## config.mk

```make
export PLATFORM = sky130hd
export DESIGN_NAME = mux_2by1_inout_5bit
export DESIGN_NICKNAME = d
export VERILOG_FILES = /design/src/rtl/mux_2by1_inout_5bit.sv
export SDC_FILE = /design/constraint.sdc
export NUM_CORES = 1
export LEC_CHECK = 0
export ABC_AREA = 1
export ABC_CLOCK_PERIOD_IN_PS = 800
export BUFFER_PORTS_ARGS = -buffer_cell sky130_fd_sc_hd__clkbuf_2
export CORE_AREA = 5 5 42 44
export CTS_CLUSTER_SIZE = 14
export DETAILED_ROUTE_END_ITERATION = 12
export DIE_AREA = 0 0 47 49
export HOLD_SLACK_MARGIN = 0.02
export SLEW_MARGIN = 20
export SYNTH_ARGS = -nofsm -noshare
export SYNTH_HDL_FRONTEND = slang
export SYNTH_SLANG_ARGS = --single-unit
export TNS_END_PERCENT = 30
```

## constraint.sdc

```tcl
create_clock -name clk -period 0.8 [get_ports clk]
set_input_delay 0.08 -clock clk [delete_from_list [all_inputs] [get_ports clk]]
set_output_delay 0.08 -clock clk [all_outputs]
set_load 0.02 [all_outputs]
```

## src/rtl/mux_2by1_inout_5bit.sv

```systemverilog
// Registered 2:1 mux for register-address fields, steered by the datapath control word.
// One control bit picks input1/input2; another freezes the output register.
module mux_2by1_inout_5bit #(
    parameter int WIDTH    = 5,
    parameter int CTRL_W   = 18,
    parameter int SEL_BIT  = 2,
    parameter int HOLD_BIT = 17
) (
    input  logic              clk,
    input  logic              rst,
    input  logic [WIDTH-1:0]  input1,
    input  logic [WIDTH-1:0]  input2,
    input  logic [CTRL_W-1:0] select,
    output logic [WIDTH-1:0]  out,
    output logic              valid
);

    logic sel_bit;
    logic hold_bit;

    assign sel_bit  = select[SEL_BIT];
    assign hold_bit = select[HOLD_BIT];

    // An unknown sel_bit merges the two inputs bitwise, so X is not masked
    always_ff @(posedge clk or posedge rst) begin
        if (rst) begin
            out   <= '0;
            valid <= 1'b0;
        end else if (!hold_bit) begin
            out   <= sel_bit ? input2 : input1;
            valid <= 1'b1;
        end
    end

endmodule

```

==> out/metrics.yaml <==
synth:
  syn-cell-area_um2: 305
  yosys_warnings: 0
  synth-xor-area-share_pct: 0
  synth_top_family_by_area: "simple AND/OR/NAND/NOR gates"
  synth_common_cells: "nand2_1 (20), inv_1 (12), dfrtp_1 (6)"
  synthCells: 45
  synth_top_flop_cell: "dfrtp_1"
  synthMuxAreaShare_pct: 0
  synth_edf_count: 0
  async_flop_share_pct: 100
  syn-num-nets: 75
  synthDistinctLibCells: 6
  synth-seq-cells: 6
  synth_most_common_cell: "nand2_1"
  synthAdderAreaFrac_pct: 0
  yosys.area_share.simple_pct: 34.8
  avgSynthCellArea_um2: 6.78
  synth_area_leader_cell: "dfrtp_1"
  synth_area_leaders: "dfrtp_1 (49%), nand2_1 (25%), inv_1 (15%), nand3_1 (8.2%), or2_1 (2.0%)"
  yosys.area.top_type_share_pct: 49.2
  seq_area_frac_synth_pct: 49.2
  synth-compound-area-share_pct: 0
die:
  die_x_um: 47
  initial_core_util_pct: 21.8
  die_h_um: 49
  coreArea_mm2: 0.00140
  ios: 36
  die-area_mm2: 0.00230
  std_cell_rows: 14
route:
  drt-total-wl_um: 720
  initialDrtViolationCount: 2
  dr.pass1.iters: 2
  ant_nets: 0
  vias_per_cell: 3.88
  routedWlPerCell_um: 8.47
  vias: 330
  drc: 0
grt:
  grt_max_degree: 7
  gr-total-overflow: 0
  grt_pass1_vias: 333
  grt_use_total_pct: 7.38
  antenna_found_initial: 0
  grt_pass1_wl_mm: 1.23
power_and_ir_drop:
  p_total_mw: 0.796
  power.share.sequential_pct: 43.4
  ir_worst_vdd_uv: 834
  powerDensity_mw_per_mm2: 1670
  clkPwrFrac_pct: 32.9
  comb_power_share_pct: 23.7
  internal-power_mw: 0.588
  p_sw_mw: 0.208
  switching_share_pct: 26.1
  power_leakage_nw: 0.306
place:
  hpwl_um: 632
  place.gp.congestion: 0.665
  placed_cells: 80
  port_buffers: 19
status:
  outcome: "finished, violations left"
  violations: "setup timing"
layout:
  nets: 101
  drive_gt1_share_pct: 34.8
  seqCellArea_um2: 150
  utilization_pct: 33.9
  area_growth_pct: 55.7
  multi_input_comb_area_um2: 106
  finalNonFillerCells: 85
  antenna_cells: 0
  nFillCells: 162
clock_tree:
  cts_buffer_depth: 2
  tritoncts_num_sinks: 6
  cts_made_buffers: 3
  cts_max_level: 1
  insertion_delay_ns: 0.24
  clk_pin_slew_ns: 0.04
  cts_tree: "yes"
  root_buffer: "clkbuf_4"
sta:
  setup_ws_ns: -0.0412
  clock-skew-final_ns: 0
  timing.final.crit_share_pct: 105
  period_needed_ns: 0.841
  hold_viol_final: 0
  setup_viol: 6
  setup_tns_ns: -0.218
  grt_setup_unrepaired: "true"
  tightestPinTransition_ns: 0.230
  slew_headroom_pct: 84.7
  slew_violations: 0
  fmax_mhz: 1190
worst_setup_path:
  timing_worst_setup_path_type: "register to output port"
  critPathMaxFanout: 2
  startpoint_type: "register"
  cp-end-kind: "output port"
  slowest_stage: "dfrtp_1"
  cp_data_arrival_time_ns: 0.76
  max_stage_delay_ns: 0.37
  critPathBufInv: 1
  crit_required_ns: 0.72
  crit_family: "flip-flops"
  crit_chain: "buf_2"
flow_run:
  cap_viol_max_count: 0
worst_hold_path:
  hp-class: "primary input to register"
cells in the final DEF (no fill, tap or decap):
cell	instances
nand2_1	20
clkbuf_2	14
inv_1	12
dfrtp_1	6
nand3_1	5
clkbuf_4	3
buf_2	3
inv_2	1
or2_1	1
dlygate4sd3_1	1
buf_6	1
clkbuf_8	1
buf_4	1
tightest hold or removal path: stages:
cell and delay, ns:
clkbuf_2 0.13, nand2_1 0.07, nand2_1 0.05
layer usage:
layer | vias up | share of wire (%) | global-route usage (%)
li1 | 179 | - | -
met1 | 141 | 38 | 8.11
met2 | 10 | 51 | 10.6
met3 | 0 | 11 | 5.54
met4 | 0 | 0 | 2.76
met5 | - | 0 | 0
state kept, by name, indices dropped and copies added (netlist names):
register / cells
out: 5
valid: 1
cells by family (layout without fill, tap and decap cells):
kind of cell	after synthesis	count (layout)
buffers and inverters	13	37
and+or+nand+nor	26	26
DFF	6	6
final timing paths:
path / start / to / depth (start not counted) / slack, ns
setup / recovery: out[0]$_DFFE_PP0N_ / out[0] / 1 / -0.04
hold / removal: select[17] / out[2]$_DFFE_PP0N_ / 3 / 0.13
setup reg to reg: out[2]$_DFFE_PP0N_ / out[2]$_DFFE_PP0N_ / 3 / 0.09
hold reg to reg: valid$_DFFE_PP0N_ / valid$_DFFE_PP0N_ / 1 / 0.47
max in group asynchronous: rst / valid$_DFFE_PP0N_ / 3 / 0.32
min in group asynchronous: rst / out[0]$_DFFE_PP0N_ / 3 / 0.28
final cells by class:
class,instances,share of cell area (%)
flip-flops and latches,6,31.6
well taps,16,4.21
clock buffers,3,4.74
multi-input cells,26,22.4
inverters,13,10.3
repair buffers,21,26.8
per-stage QoR:
step	setup slack [ns]	hold slack (ns)	cell area, um2
2_1_floorplan	0.0130	-0.129	305
3_3_place_gp	0.0960	-0.0208	420
3_5_place_dp	0.0989	-0.0114	420
4_1_cts	-0.0556	0.132	469
5_1_grt	-0.0760	0.158	475
6_report	-0.0412	0.132	475
what timing repair did:
item | 4_1_cts | 5_1_grt
resized for setup | 2 | 6
hold endpoints to repair | 6 | 0
hold buffers | 1 | 0
endpoints found under the setup margin | 6 | 6
setup buffers | 1 | 0
power groups by stage:
stage	registers [mW]	clock network, mW	logic, mW
floorplan	0.383	0	0.0557
global placement	0.349	0	0.165
detailed placement	0.349	0	0.167
CTS	0.345	0.278	0.188
global route	0.349	0.290	0.214
finish	0.345	0.261	0.189
Note: power is estimated with default switching activity, not from simulation.
